==> config.mk <==
export PLATFORM = sky130hd
export DESIGN_NAME = block_move_ctrl
export DESIGN_NICKNAME = d
export VERILOG_FILES = /design/src/rtl/vga_pkg.sv /design/src/rtl/block_axis_step.sv /design/src/rtl/block_move_ctrl.sv
export SDC_FILE = /design/constraint.sdc
export NUM_CORES = 1
export LEC_CHECK = 0
export CELL_PAD_IN_SITES_DETAIL_PLACEMENT = 0
export CELL_PAD_IN_SITES_GLOBAL_PLACEMENT = 1
export CORE_MARGIN = 2
export CORE_UTILIZATION = 40
export DETAILED_ROUTE_END_ITERATION = 7
export PLACE_DENSITY = 0.84
export SETUP_SLACK_MARGIN = 0.4
export SLEW_MARGIN = 30
export SYNTH_ARGS = -nofsm -noshare
export SYNTH_HDL_FRONTEND = slang
export SYNTH_SLANG_ARGS = --single-unit
==> constraint.sdc <==
create_clock -name clk -period 6.78 [get_ports clk]
set_input_delay 1.356 -clock clk [delete_from_list [all_inputs] [get_ports clk]]
set_output_delay 1.356 -clock clk [all_outputs]
set_load 0.02 [all_outputs]
==> src/rtl/vga_pkg.sv <==
// Shared VGA definitions: visible screen size and the block mover FSM states.
package vga_pkg;

    localparam int H_ACTIVE = 640;
    localparam int V_ACTIVE = 480;

    typedef enum logic [1:0] {
        IDLE   = 2'd0,
        ARMED  = 2'd1,
        COMMIT = 2'd2
    } move_state_t;

    // Key bit positions inside the pending-flag vector.
    localparam int KEY_RIGHT = 0;
    localparam int KEY_LEFT  = 1;
    localparam int KEY_DOWN  = 2;
    localparam int KEY_UP    = 3;

    // True when at least one direction flag is set.
    function automatic logic any_key(input logic [3:0] keys);
        return |keys;
    endfunction

endpackage

==> src/rtl/block_axis_step.sv <==
// One axis of block motion: applies +/-STEP and limits the result to [0, MAX]
// by saturating (WRAP=0) or by wrapping to the opposite edge (WRAP=1).
module block_axis_step #(
    parameter int STEP = 8,
    parameter int MAX  = 608,
    parameter bit WRAP = 1'b0
) (
    input  logic [9:0] pos,
    input  logic       inc,
    input  logic       dec,
    output logic [9:0] next
);

    localparam logic signed [11:0] STEP_S = 12'(STEP);
    localparam logic signed [11:0] MAX_S  = 12'(MAX);

    logic signed [11:0] delta_s;
    logic signed [11:0] sum_s;

    // Net step on this axis; opposite requests cancel, then limit to the screen.
    always_comb begin
        delta_s = 12'sd0;
        if (inc && !dec) begin
            delta_s = STEP_S;
        end else if (dec && !inc) begin
            delta_s = -STEP_S;
        end else begin
            delta_s = 12'sd0;
        end

        sum_s = $signed({2'b00, pos}) + delta_s;

        if (sum_s < 12'sd0) begin
            if (WRAP) begin
                next = 10'(sum_s + MAX_S + 12'sd1);
            end else begin
                next = 10'd0;
            end
        end else if (sum_s > MAX_S) begin
            if (WRAP) begin
                next = 10'(sum_s - MAX_S - 12'sd1);
            end else begin
                next = MAX_S[9:0];
            end
        end else begin
            next = sum_s[9:0];
        end
    end

endmodule

==> src/rtl/block_move_ctrl.sv <==
// Block mover: latches key presses as sticky flags, commits them once at frame
// start so the block never tears mid-frame, and renders the block for vga_ctrl.
module block_move_ctrl
    import vga_pkg::*;
#(
    parameter int         H_ACTIVE  = vga_pkg::H_ACTIVE,
    parameter int         V_ACTIVE  = vga_pkg::V_ACTIVE,
    parameter int         BLK_W     = 32,
    parameter int         BLK_H     = 32,
    parameter int         STEP      = 8,
    parameter int         X_INIT    = 304,
    parameter int         Y_INIT    = 224,
    parameter bit         WRAP      = 1'b0,
    parameter logic [7:0] FG_COLOUR = 8'hFF,
    parameter logic [7:0] BG_COLOUR = 8'h00
) (
    input  logic        clk,
    input  logic        rst,
    input  logic        key_up,
    input  logic        key_down,
    input  logic        key_left,
    input  logic        key_right,
    input  logic        frame_start,
    input  logic [9:0]  vga_xide,
    input  logic [9:0]  vga_yide,
    output logic [7:0]  vga_data,
    output logic [9:0]  pos_x,
    output logic [9:0]  pos_y,
    output logic [15:0] move_cnt
);

    localparam int XMAX = H_ACTIVE - BLK_W;
    localparam int YMAX = V_ACTIVE - BLK_H;

    move_state_t state_r;
    logic [3:0]  pend_r;
    logic [3:0]  keys_s;
    logic [9:0]  next_x_s;
    logic [9:0]  next_y_s;
    logic        in_blk_s;

    assign keys_s = {key_up, key_down, key_left, key_right};

    block_axis_step #(.STEP(STEP), .MAX(XMAX), .WRAP(WRAP)) u_step_x (
        .pos  (pos_x),
        .inc  (pend_r[KEY_RIGHT]),
        .dec  (pend_r[KEY_LEFT]),
        .next (next_x_s)
    );

    block_axis_step #(.STEP(STEP), .MAX(YMAX), .WRAP(WRAP)) u_step_y (
        .pos  (pos_y),
        .inc  (pend_r[KEY_DOWN]),
        .dec  (pend_r[KEY_UP]),
        .next (next_y_s)
    );

    // Move FSM: collect flags, wait for frame start, apply all flags in one cycle.
    always_ff @(posedge clk or posedge rst) begin
        if (rst) begin
            state_r  <= IDLE;
            pend_r   <= 4'b0000;
            pos_x    <= 10'(X_INIT);
            pos_y    <= 10'(Y_INIT);
            move_cnt <= 16'd0;
        end else begin
            case (state_r)
                IDLE: begin
                    pend_r <= pend_r | keys_s;
                    if (any_key(keys_s)) begin
                        state_r <= ARMED;
                    end else begin
                        state_r <= IDLE;
                    end
                end
                ARMED: begin
                    pend_r <= pend_r | keys_s;
                    if (frame_start) begin
                        state_r <= COMMIT;
                    end else begin
                        state_r <= ARMED;
                    end
                end
                COMMIT: begin
                    pos_x <= next_x_s;
                    pos_y <= next_y_s;
                    if ((next_x_s != pos_x) || (next_y_s != pos_y)) begin
                        move_cnt <= move_cnt + 16'd1;
                    end else begin
                        move_cnt <= move_cnt;
                    end
                    // Presses landing in the commit cycle belong to the next frame.
                    pend_r <= keys_s;
                    if (any_key(keys_s)) begin
                        state_r <= ARMED;
                    end else begin
                        state_r <= IDLE;
                    end
                end
                default: begin
                    state_r <= IDLE;
                    pend_r  <= 4'b0000;
                end
            endcase
        end
    end

    // Hit test at 11 bits so pos+size never overflows.
    always_comb begin
        in_blk_s = ({1'b0, vga_xide} >= {1'b0, pos_x}) &&
                   ({1'b0, vga_xide} <  ({1'b0, pos_x} + 11'(BLK_W))) &&
                   ({1'b0, vga_yide} >= {1'b0, pos_y}) &&
                   ({1'b0, vga_yide} <  ({1'b0, pos_y} + 11'(BLK_H)));
    end

    // Registered pixel colour, one clock after the query.
    always_ff @(posedge clk or posedge rst) begin
        if (rst) begin
            vga_data <= BG_COLOUR;
        end else begin
            vga_data <= in_blk_s ? FG_COLOUR : BG_COLOUR;
        end
    end

endmodule

# After elaboration in Yosys (flattened, before gate mapping)
# Index checks and enable logic that the tools add are counted.
[totals]
in_bits = 27
wordCells = 54
reg_bits = 50
out_inout_bits = 44
[classes]
reduce_logical = 17
bitwise_logic = 1
n_eq_ne = 4
magnitude_cmp = 8
muxes = 13
add_sub_neg = 5
[ops]
columns = ["operator", "n"]
rows = [
  ["2-to-1 mux 12 bit", 4],
  ["2-to-1 mux 10 bit", 4],
  ["adder 11 x 12 -> 12 bit", 2],
  ["< comparator 12 x 1 -> 1 bit, second input constant", 2],
  ["adder 10 x 6 -> 11 bit, second input constant", 2],
  ["< comparator 10 x 11 -> 1 bit", 2],
  [">= comparator 10 bit", 2],
  ["!= test 10 bit", 2],
  ["adder 16 x 1 -> 16 bit, second input constant", 1],
  ["greater-than comparator 12 x 10 -> 1 bit, second input constant", 1],
  ["greater-than comparator 12 x 11 -> 1 bit, second input constant", 1],
  ["2-to-1 mux 8 bit", 1],
  ["one-hot mux 4 bit (2 select lines)", 1],
  ["logical AND 1 bit", 7],
  ["logical NOT 1 bit", 4],
  ["bitwise OR 4 bit", 1],
  ["one-hot mux 2 bit (2 select lines)", 1],
  ["OR reduction 2 bit", 2],
  ["OR reduction 4 bit", 1],
  ["equality test 2 x 1 -> 1 bit, second input constant", 1],
  ["equality test 2 bit, second input constant", 1],
  ["logical NOT 2 bit", 1],
  ["2-to-1 mux 2 bit", 1],
  ["AND reduction 2 bit", 1],
  ["2 further kinds", 2],
]

# Depth between registers and ports, before layout
# Gate-level depths: netlist of the first run.
[logic_depth]
ltp_word = 11
ltp_mapped = 19
ltp_nobuf = 16

# Modules after synthesis
# A second synthesis of the first run with hierarchy kept.
[unflattened]
hier_cells = 477
hier_area_um2 = 4265.3
[by_module_without_submodules]
columns = ["mod", "cells_per_inst", "instances", "seq_area_each_um2", "area_each_um2"]
rows = [
  ["block_move_ctrl", 308, 1, 1083.5, 3041.7],
  ["block_axis_step at u_step_x", 88, 1, 0.0, 613.1],
  ["block_axis_step at u_step_y", 81, 1, 0.0, 610.6],
]

# Worst setup path before layout of the first run
# Ideal clock, no wire load.
[synth_timing]
kind = "register to register"
start = "reg pend_r[3]"
end = "reg move_cnt[1]"
setup_ns = 0.125
path_buffers = 3
t_arrival_ns = 4.124
stages_incl_launch_ff = 18
path_slack_ns = 2.531
t_required_ns = 6.655
period_less_slack_ns = 4.249
path_cell_list = "dfrtp_1 ha_1 buf_2 buf_2 xor2_1 ha_1 or3_4 a21oi_4 o31ai_1 a221o_2 mux2i_4 o2bb2ai_1 or4_1 a2111oi_2 and4_1 buf_6 nand2b_4 mux2_4"
[synth_between]
elab_chain_len = 10
elab_cells_between_ends = 13
classes_between = "add/sub (1); order compare (2); eq/ne (1); mux (4); reduce/logical (5)"
[synth_rtl]
columns = ["item", "line_no", "source"]
rows = [
  ["from (decl)", "block_move_ctrl.sv:36", "logic [3:0] pend_r;"],
  ["from (signal assigned)", "block_move_ctrl.sv:69", "pend_r <= pend_r | keys_s;"],
  ["from (signal assigned)", "block_move_ctrl.sv:77", "pend_r <= pend_r | keys_s;"],
  ["from (signal assigned)", "block_move_ctrl.sv:93", "pend_r <= keys_s;"],
  ["logical AND 1 bit / logical NOT 1 bit (equally long branches)", "block_axis_step.sv:25, block_axis_step.sv:23", ""],
  ["2-to-1 mux 12 bit / logical AND 1 bit (equally long branches)", "block_axis_step.sv:25, block_axis_step.sv:23", ""],
  ["2-to-1 mux 12 bit *", "block_axis_step.sv:23", "if (inc && !dec) begin"],
  ["adder 11 x 12 -> 12 bit *", "block_axis_step.sv:31", "sum_s = $signed({2'b00, pos}) + delta_s;"],
  ["greater-than comparator 12 x 10 -> 1 bit", "block_axis_step.sv:39", "end else if (sum_s > MAX_S) begin"],
  ["2-to-1 mux 10 bit", "block_axis_step.sv:39", ""],
  ["2-to-1 mux 10 bit *", "block_axis_step.sv:33", "if (sum_s < 12'sd0) begin"],
  ["!= test 10 bit *", "block_move_ctrl.sv:87", "if ((next_x_s != pos_x) || (next_y_s != pos_y)) begin"],
  ["logical OR 1 bit *", "block_move_ctrl.sv:87", ""],
  ["AND reduction 2 bit (no source line) *", "-", ""],
  ["to (signal assigned)", "block_move_ctrl.sv:88", "move_cnt <= move_cnt + 16'd1;"],
  ["to (signal assigned)", "block_move_ctrl.sv:90", "move_cnt <= move_cnt;"],
  ["to (decl)", "block_move_ctrl.sv:29", "output logic [15:0] move_cnt"],
]
# Mark *: on every way between the ends. The rest lies on a longest branch, timed or not.
# A chain may end at the register's enable or synchronous reset.

# Worst setup path in the final report of the first run
[layout_timing]
start = "reg pend_r[2]"
end = "reg move_cnt[1]"
[layout_between]
elab_chain_len = 11
elab_cells_between_ends = 13
classes_between = "add/sub (1); order compare (2); eq/ne (1); mux (4); reduce/logical (5)"
[layout_rtl]
columns = ["item", "line_no", "source"]
rows = [
  ["logical NOT 1 bit", "block_axis_step.sv:25", "end else if (dec && !inc) begin"],
  ["logical AND 1 bit", "block_axis_step.sv:25", ""],
  ["2-to-1 mux 12 bit", "block_axis_step.sv:25", ""],
  ["2-to-1 mux 12 bit *", "block_axis_step.sv:23", ""],
  ["adder 11 x 12 -> 12 bit *", "block_axis_step.sv:31", ""],
  ["greater-than comparator 12 x 10 -> 1 bit", "block_axis_step.sv:39", ""],
  ["2-to-1 mux 10 bit", "block_axis_step.sv:39", ""],
  ["2-to-1 mux 10 bit *", "block_axis_step.sv:33", ""],
  ["!= test 10 bit *", "block_move_ctrl.sv:87", ""],
  ["logical OR 1 bit *", "block_move_ctrl.sv:87", ""],
  ["AND reduction 2 bit (no source line) *", "-", ""],
]
# Marked as above.

==> reports/summary.txt, run 1 <==
Result of the run -> finished clean
Area added between synthesis and finish -> 19.1%
Series of cell instances along the critical path -> inv_1, ha_1, xor2_1, ha_1, or3_4, a21oi_4, nor2_1, o41ai_1, a21oi_2, mux2i_1, or4_1, a2111oi_2, and4_1, nand2b_4, mux2_4
Cell area after technology mapping -> 0.00421 mm2
Worst path slowest cell -> and4_1
Mean instance size in the synthesized netlist -> 8.44 um2
Overall Global Routing Usage -> 18.2%
Wire length after detailed routing -> 10500 um
Core Region -> 0.0103 mm2
Yosys warnings -> 0
First-pass iteration count of the detailed router -> 5
Resize count post-CTS -> 0
Count of clock tree sinks -> 43
Hpwl dp -> 7830 um
Clock Path Buffers -> 2
Fraction of power spent switching nets -> 50.7%
CP endpoint kind -> register
Post-route ant nets -> 0
CP max stage delay -> 720 ps
Clk network pwr share -> 9.7%
Final instance area -> 0.00501 mm2
Starting density of the core -> 41.0%
Register area share after synthesis -> 25.7%
Hold-fix buffers, CTS -> 0
Num rows -> 37
Power Density -> 432 mW/mm2
Setup violators final -> 0
RD Place Congestion -> 0.969
Layout fillers -> 1006
IR Drop Worst-Case VDD -> 0.216 mV
Area share of the leading cell type in the synthesized netlist -> 22.0%
Post-CTS Repair Setup Buffers -> 0
Clock tree from TritonCTS -> yes
Min-delay worst type -> register to register
DRC violation count after routing -> 0
Routed length per instance -> 15.3 um
Max Cap Viol -> 0
Hold violation total from the final report -> 0
Vias in the first global route -> 3639
Top-level port count -> 71
Max-slew headroom at the worst pin -> 46.8%
# diodes -> 0
Fraction of final layout cells with drive strength greater than 1 -> 8.21%
Proportion of power drawn by combinational gates -> 67.4%
CP Class -> register to register
1st-iter DRT viols -> 290
Leakage power total -> 2.13 nW
Net count, final -> 615
Cell type with the highest aggregate area in the netlist -> dfrtp_1
Shortest clock period the worst path allows after layout -> 5250 ps
Root Driver -> clkbuf_8
Combined flip-flop and latch cell area -> 0.00108 mm2
Synthesized instance count -> 499
Area of the die -> 0.0114 mm2
Proportion of register bits with asynchronous set or reset after synthesis -> 100%
Yosys reg bits -> 43
Count of buffers from port buffering -> 70
Aggregate negative setup slack -> 0 ps
Initial antenna violation count -> 0
Combined buffer and inverter count along the critical path -> 1
Post-Place Cell Area -> 0.00490 mm2
Clock transition at path regs -> 90 ps
Total congestion overflow after global routing -> 0
Distinct cell type count of the synthesized netlist -> 79
Post-synth EDFFs -> 0
Setup repair after global routing missed its margin -> no
Crit path required time -> 6970 ps
Source-to-sink clock delay at the later pin of the worst-skew pair -> 300 ps
Maximum number of pins on one net before global-route repair -> 44
CTS H-tree depth -> 2
Die height -> 107 um
First-pass GRT wire length -> 17200 um
Number of CTS-inserted buffers -> 5
Launching element type of the critical path -> register
Pin slew with the least headroom to its limit -> 798 ps
Crit path top cell by count -> ha_1
Crit path arrival time -> 5440 ps
Vias post-DR -> 3792
Die X-Extent -> 107 um
Top cells by area, synth -> dfrtp_1 22%, ha_1 12%, dfstp_2 3.7%, inv_1 3.7%, a21oi_1 3.7%
Worst setup skew after layout -> 9.04 ps
Cell family with the largest share of critical-path delay -> simple AND/OR/NAND/NOR gates
Primary FF master, synth -> dfrtp_1
Number of nets in the synthesized netlist -> 567
Total area of multi-input combinational cells -> 0.00277 mm2
Int Power -> 0.00107 W
DR vias/cell -> 5.54
Switching Power -> 0.00110 W
Maximum fanout along the worst path -> 24
Max frequency -> 190 MHz
Count of pins over their slew limit -> 0
Fin crit share -> 77.4%
Reg power frac -> 22.9%
## cell usage after synthesis, drive strengths merged, types with 4 or more instances
| library cell | n |
|---|---|
| inv | 42 |
| nand2b | 9 |
| a21oi | 33 |
| mux2i | 5 |
| nor2 | 31 |
| o21a | 10 |
| nand3 | 25 |
| dfrtp | 37 |
| buf | 26 |
| a31oi | 4 |
| nor3 | 18 |
| nand2 | 35 |
| nor2b | 7 |
| and3 | 7 |
| xnor2 | 17 |
| o21ai | 26 |
| o211ai | 4 |
| o22ai | 14 |
| nor4 | 6 |
| nand4 | 5 |
| dfstp | 6 |
| or3 | 5 |
| o31ai | 4 |
| xor2 | 17 |
| ha | 41 |
| clkbuf | 5 |
## metrics by stage
step / worst slack [ps] / cells / utilization, % / hold slack [ps] / power (W)
floorplan: 2530 / 499 / - / 508 / 0.00159
global placement: 1730 / 676 / 47.7 / 454 / 0.00192
detailed placement: 1540 / 676 / 47.7 / 458 / 0.00194
CTS: 1510 / 684 / 48.8 / 473 / 0.00216
global route: 1280 / 684 / 48.8 / 486 / 0.00235
finish: 1530 / 684 / 48.8 / 474 / 0.00216
## cell type report
class,count,share of cell area [%]
multi-input combinational,382,55.2
tap,136,3.39
clock buffer,5,1.37
clock inverter,3,0.948
sequential,43,21.6
timing repair buffer,72,14.3
inverter,43,3.22
## final timing paths
check / start / to / slack [ps] / cells after the start
max: pend_r[2] / move_cnt[1] / 1530 / 15
min: move_cnt[15] / move_cnt[15] / 470 / 1
max reg2reg: pend_r[2] / move_cnt[1] / 1530 / 15
min reg2reg: move_cnt[15] / move_cnt[15] / 470 / 1
max in group asynchronous: rst / pos_x[4] / 4920 / 3
min in group asynchronous: rst / move_cnt[2] / 1490 / 3
## per-layer routing
metal | GRT usage (%) | wire length (um)
met4 | 3.80 | 112
met3 | 2.55 | 485
met2 | 30.4 | 4930
met5 | 0 | 0
met1 | 25.2 | 4930
## power groups by stage
stage | clock [W] | sequential [W] | combinational, W
after floorplan | 0 | 0.000461 | 0.00113
after global placement | 0 | 0.000494 | 0.00143
after detailed placement | 0 | 0.000496 | 0.00144
after CTS | 0.000214 | 0.000492 | 0.00145
after global routing | 0.000226 | 0.000513 | 0.00161
final | 0.000211 | 0.000496 | 0.00146
## registers in the layout, summed over array words and instances (netlist names)
register	count
vga_data	1
pend_r	4
pos_y	10
pos_x	10
state_r	2
move_cnt	16
## cells by family (layout without fill, tap and decap cells)
| group | after synthesis | count (layout) | share of synthesized area (%) |
|---|---|---|---|
| simple gates | 170 | 170 | 22.9 |
| xor+xnor | 34 | 34 | 7.25 |
| mux | 6 | 6 | 1.84 |
| flops | 43 | 43 | 25.7 |
| compound gates | 131 | 131 | 21.5 |
| buf+inv | 74 | 123 | 8.59 |
| fa+ha+maj | 41 | 41 | 12.2 |
## cell usage in the layout (no fill, tap or decap), types with 6 or more instances in the layout
cell type	Yosys	routed
clkdlybuf4s50_1	0	70
inv_1	42	41
a21oi_1	31	31
and3_1	7	7
o21ai_0	25	25
o21a_1	10	10
ha_1	41	41
dfstp_2	6	6
o22ai_1	11	11
nor2_1	31	31
xor2_1	17	17
nor3_1	9	9
xnor2_1	16	16
nand2_1	34	34
nor2b_1	7	6
dfrtp_1	37	37
nand2b_1	8	8
nor3_2	9	9
nand3_1	24	24
(Power assumes the default switching activity.)
==> run 2, diff against run 1 <==
- clock period: 6.78 -> 5.5 ns (I/O delays scaled with it)
==> reports/summary.txt, run 2 (synthesized netlist as in run 1, its figures left out) <==
Length in cells of the worst reg-to-reg path -> 16 (+1)
Min-delay worst type -> register to register
Die height -> 107 um (unchanged)
Area added between synthesis and finish -> 19.6%
Initial antenna violation count -> 0 (unchanged)
Wire length after detailed routing -> 10400 um (-0.57%)
Count of buffers from port buffering -> 70 (unchanged)
CP Class -> register to register
CTS H-tree depth -> 2 (unchanged)
Number of CTS-inserted buffers -> 5 (unchanged)
Total congestion overflow after global routing -> 0 (unchanged)
Number of flip-flops under the largest register name -> 16 (unchanged)
Post-route ant nets -> 0 (unchanged)
Post-CTS Repair Setup Buffers -> 0 (unchanged)
Total chip power -> 0.00268 W (+24%)
End of the worst register-to-register path -> move_cnt[8]
Fraction of power spent switching nets -> 50.7% (about the same)
Reg power frac -> 22.9% (about the same)
Core Region -> 0.0103 mm2 (unchanged)
Root Driver -> clkbuf_8
Setup violators final -> 0 (unchanged)
Proportion of power drawn by combinational gates -> 67.6% (+0.2 points)
First-pass iteration count of the detailed router -> 4 (-1)
Hpwl dp -> 7900 um (+0.95%)
First-pass GRT wire length -> 17500 um (+2.1%)
Final instance area -> 0.00504 mm2 (+0.45%)
DRC violation count after routing -> 0 (unchanged)
Num rows -> 37 (unchanged)
Maximum number of pins on one net before global-route repair -> 44 (unchanged)
Setup repair after global routing missed its margin -> no
DR vias/cell -> 5.57 (+0.46%)
Max frequency -> 220 MHz (+16%)
Hold violation total from the final report -> 0 (unchanged)
Most common cell after layout, fill and taps aside -> clkdlybuf4s50_1
Instance count along the most critical hold path -> 1 (unchanged)
Die X-Extent -> 107 um (unchanged)
Aggregate negative setup slack -> 0 ps (unchanged)
Vias post-DR -> 3826 (+0.90%)
Shortest clock period the worst path allows after layout -> 4540 ps (-710 ps)
FF-to-FF Start -> pend_r[1]
Post-Place Cell Area -> 0.00492 mm2 (+0.46%)
Count of pins over their slew limit -> 0 (unchanged)
Pin slew with the least headroom to its limit -> 814 ps (+15.9 ps)
Endpoint of the worst hold path -> move_cnt[15]
Crit path arrival time -> 4720 ps (-720 ps)
Net count, final -> 618 (+0.49%)
Clock tree from TritonCTS -> yes
Registers with the most flip-flops -> move_cnt: 16 flops, pos_x: 10 flops, pos_y: 10 flops
Least setup slack across all paths after layout -> 960 ps (-570 ps)
Worst reg2reg setup slack -> 960 ps (-570 ps)
Max Cap Viol -> 0 (unchanged)
Power Density -> 531 mW/mm2 (+23%)
CP endpoint kind -> register
Routed length per instance -> 15.1 um (-1.0%)
Clk network pwr share -> 9.5% (-0.2 points)
Hold-fix buffers, CTS -> 0 (unchanged)
IR Drop Worst-Case VDD -> 0.263 mV (+22%)
Largest register by flop count -> move_cnt
Crit path required time -> 5680 ps (-1290 ps)
Vias in the first global route -> 3648 (+0.25%)
Result of the run -> finished clean
Clock Path Buffers -> 2 (unchanged)
Switching Power -> 0.00136 W (+24%)
Starting density of the core -> 41.0% (unchanged)
Max-slew headroom at the worst pin -> 45.7% (-1.1 points)
RD Place Congestion -> 0.888 (-8.4%)
Area of the die -> 0.0114 mm2 (unchanged)
Top-level port count -> 71 (unchanged)
1st-iter DRT viols -> 240 (-17%)
Worst setup skew after layout -> 10.9 ps (+1.81 ps)
Fraction of final layout cells with drive strength greater than 1 -> 8.71% (+0.50 points)
Maximum fanout along the worst path -> 10 (-58%)
Count of clock tree sinks -> 43 (unchanged)
Leakage power total -> 2.15 nW (+0.75%)
Commonest cells after routing, fill and taps aside -> 70 x clkdlybuf4s50_1, 41 x inv_1, 41 x ha_1, 37 x dfrtp_1, 34 x nand2_1
Resize count post-CTS -> 0 (unchanged)
Clock transition at path regs -> 90 ps (about the same)
# diodes -> 0 (unchanged)
Beginning of the worst hold path -> move_cnt[15]
Launching element type of the critical path -> register
Dpl ws -> 966 ps (-577 ps)
Int Power -> 0.00132 W (+24%)
Fin crit share -> 82.5% (+5.1 points)
Source-to-sink clock delay at the later pin of the worst-skew pair -> 300 ps (about the same)
Overall Global Routing Usage -> 18.7% (+0.52 points)
run 2: cell type report:
type | instances | area [um2]
Clock buffer | 5 | 68.8
Multi-Input combinational cell | 382 | 2770
Clock inverter | 3 | 47.5
Inverter | 43 | 161
Timing Repair Buffer | 75 | 738
Sequential cell | 43 | 1080
Tap cell | 136 | 170
Fill cell | 1016 | 5240
run 2: how the worst max path moves through the flow:
| stage | from | end | slack (ps) | cells after the start |
|---|---|---|---|---|
| 5_1_grt | pend_r[1] | move_cnt[8] | 570 | 16 |
| 2_1_floorplan | pend_r[3] | move_cnt[1] | 1250 | 17 |
| 3_5_place_dp | pend_r[3] | move_cnt[8] | 970 | 16 |
| 6_report | pend_r[1] | move_cnt[8] | 960 | 16 |
| 3_3_place_gp | pend_r[3] | move_cnt[8] | 1030 | 16 |
| 4_1_cts | pend_r[3] | move_cnt[8] | 940 | 16 |
run 2: stage by stage:
step                util (%)  instances  hold slack [ps]
floorplan                  -        499              508
global placement        47.9        679              459
detailed placement      47.9        679              462
CTS                     49.0        687              478
global route            49.0        687              510
finish                  49.0        687              477
run 2: metal layers:
| metal | track usage (%) | vias to the layer above | wire length (um) | share of wire (%) |
|---|---|---|---|---|
| met1 | 26.9 | 1815 | 4990 | 48 |
| met4 | 4.92 | 0 | 143 | 1.4 |
| met3 | 2.01 | 11 | 442 | 4.3 |
| li1 | - | 1895 | - | - |
| met5 | 0 | - | 0 | 0 |
| met2 | 30.0 | 105 | 4820 | 46 |
run 2: critical path: stages (launching register included):
cell,delay (ps)
dfrtp_1,420
ha_1,300
inv_1,50
ha_1,260
ha_1,310
or3b_1,410
nand3_1,110
o22ai_2,110
xnor2_1,160
o31ai_1,460
o2bb2ai_1,120
or4_1,440
a2111oi_2,320
and4_1,430
buf_4,260
nor4_2,70
xor2_1,170
run 2: power by group through the flow:
stage / combinational [W] / clock [W] / sequential (W)
after floorplan: 0.00139 / 0 / 0.000568
after global placement: 0.00177 / 0 / 0.000613
after detailed placement: 0.00179 / 0 / 0.000617
after CTS: 0.00180 / 0.000263 / 0.000611
after global routing: 0.00201 / 0.000273 / 0.000637
final: 0.00181 / 0.000256 / 0.000612
==> run 3, diff against run 2 <==
- CORE_UTILIZATION: 40 -> 37
- PLACE_DENSITY: 0.84 -> 0.82
- clock period: 5.5 -> 3.6 ns (I/O delays scaled with it)
==> reports/summary.txt, run 3 (synthesized netlist as in run 1, its figures left out) <==
Worst path slowest cell -> or4_4
Count of buffers from port buffering -> 70 (unchanged)
Utilization after layout -> 55.2% (+6.2 points)
Cell family with the largest share of critical-path delay -> simple AND/OR/NAND/NOR gates
Min-delay worst type -> register to register
Shortest clock period the worst path allows after layout -> 3920 ps (-621 ps)
Crit path arrival time -> 4090 ps (-630 ps)
Area added between synthesis and finish -> 44.0%
Setup repair after global routing missed its margin -> yes
Combined buffer and inverter count along the critical path -> 2 (unchanged)
Wire length after detailed routing -> 12700 um (+22%)
CP max stage delay -> 520 ps (+60 ps)
Most common cell after layout, fill and taps aside -> buf_4
Setup violators final -> 16 (+16)
Net count, final -> 702 (+14%)
Starting density of the core -> 38.3% (-2.6 points)
Vias post-DR -> 4224 (+10%)
Fin crit share -> 109% (+26 points)
Dpl ws -> -506 ps (-1470 ps)
Pin slew with the least headroom to its limit -> 554 ps (-260 ps)
Crit path required time -> 3770 ps (-1910 ps)
Hpwl dp -> 9190 um (+16%)
Area of the die -> 0.0122 mm2 (+7.8%)
Initial antenna violation count -> 0 (unchanged)
Power Density -> 913 mW/mm2 (+72%)
Maximum number of pins on one net before global-route repair -> 44 (unchanged)
Registers with the most flip-flops -> move_cnt: 16 flops, pos_x: 10 flops, pos_y: 10 flops
First-pass iteration count of the detailed router -> 4 (unchanged)
Hold-fix buffers, CTS -> 0 (unchanged)
Result of the run -> finished with violations
Num rows -> 38 (+2.7%)
Max frequency -> 255 MHz (+16%)
Series of cell instances along the critical path -> inv_2, ha_4, inv_2, ha_4, ha_4, or3b_4, nand4_1, o221ai_2, xnor2_2, o21ai_0, o2111ai_1, or4_4, a2111oi_4, and4_4, nand2b_4, mux2_4
IR Drop Worst-Case VDD -> 0.443 mV (+69%)
Max-slew headroom at the worst pin -> 62.6% (+17 points)
Total area of multi-input combinational cells -> 0.00308 mm2 (+11%)
DRC violation count after routing -> 0 (unchanged)
Overall Global Routing Usage -> 20.2% (+1.4 points)
Number of flip-flops under the largest register name -> 16 (unchanged)
Layout fillers -> 992 (-2.4%)
Worst setup skew after layout -> 6.58 ps (-4.28 ps)
Maximum fanout along the worst path -> 4 (-6)
Worst Hold Slack -> 477 ps (+0.783 ps)
CP endpoint kind -> register
Least setup slack across all paths after layout -> -319 ps (-1280 ps)
Total chip power -> 0.00554 W (+110%)
DR vias/cell -> 5.45 (-2.1%)
CTS H-tree depth -> 2 (unchanged)
Number of CTS-inserted buffers -> 5 (unchanged)
Total congestion overflow after global routing -> 0 (unchanged)
Clock Path Buffers -> 2 (unchanged)
Worst reg2reg setup slack -> -320 ps (-1280 ps)
Vias in the first global route -> 4183 (+15%)
Root Driver -> clkbuf_16
Source-to-sink clock delay at the later pin of the worst-skew pair -> 280 ps (-20 ps)
First-pass GRT wire length -> 20800 um (+19%)
Largest register by flop count -> move_cnt
Commonest cells after routing, fill and taps aside -> 85 x buf_4, 70 x clkdlybuf4s50_1, 38 x inv_1, 36 x dfrtp_1
Leakage power total -> 2.65 nW (+23%)
Clock tree from TritonCTS -> yes
# diodes -> 0 (unchanged)
Crit path top cell by count -> ha_4
Clock transition at path regs -> 70 ps (-20 ps)
Die X-Extent -> 111 um (+3.8%)
CP Class -> register to register
Post-route ant nets -> 0 (unchanged)
Aggregate negative setup slack -> -3880 ps (-3880 ps)
Core Region -> 0.0110 mm2 (+6.9%)
Count of clock tree sinks -> 43 (unchanged)
Launching element type of the critical path -> register
Top-level port count -> 71 (unchanged)
RD Place Congestion -> 0.920 (+3.7%)
Failing checks -> setup timing
Combined flip-flop and latch cell area -> 0.00108 mm2 (+0.12%)
Count of pins over their slew limit -> 0 (unchanged)
Routed length per instance -> 16.3 um (+8.0%)
Die height -> 111 um (+3.8%)
1st-iter DRT viols -> 205 (-15%)
Fraction of final layout cells with drive strength greater than 1 -> 25.4% (+17 points)
Max Cap Viol -> 0 (unchanged)
Hold violation total from the final report -> 0 (unchanged)
[run 3: cell count changes in the layout (fill, tap and decap cells not counted), moves of 5 or more]
cell	delta
buf_4	+80
nor3_2	-9
clkbuf_16	+5
ha_1	-7
ha_4	+7
nor3_4	+9
[run 3: final timing paths]
kind	to	from	cells after the start
max in group asynchronous	pend_r[1]	rst	3
min in group asynchronous	move_cnt[2]	rst	3
min reg2reg	move_cnt[15]	move_cnt[15]	1
min	move_cnt[15]	move_cnt[15]	1
max reg2reg	move_cnt[1]	pend_r[0]	16
max	move_cnt[1]	pend_r[0]	16
[run 3: power breakdown]
group          leakage [nW]  internal, W  total (W)  switching, W
logic                  2.03      0.00206    0.00421       0.00215
registers             0.544     0.000625   0.000851      0.000226
clock network        0.0731     0.000278   0.000478      0.000200
[run 3: layout make-up]
cell class	count	share of cell area [%]
clock buffers	6	2.29
flip-flops and latches	43	17.9
multi-input cells	382	50.8
inverters	43	2.66
repair buffers	159	23.2
clock inverters	2	0.268
well taps	140	2.89
[run 3: timing repair]
| action | CTS | global route |
|---|---|---|
| hold endpoints to repair | 0 | 0 |
| setup endpoints to repair | 16 | 18 |
| buffers inserted | 11 | 3 |
| gates resized for setup | 28 | 16 |
| pin swaps | 10 | 12 |
| gates cloned | 1 | 0 |
[run 3: routing by layer]
metal  part of all wire [%]  wire (um)  GRT usage, %
met4                    1.5        190          4.25
met3                    4.6        582          2.62
met2                     49       6160          33.9
met1                     45       5740          27.9
met5                      0          0             0
[run 3: metrics by stage]
step                      area, um2  std cells
after floorplan                4300        499
after global placement         5540        752
after detailed placement       5540        752
after CTS                      5940        772
after global routing           6060        775
final                          6060        775
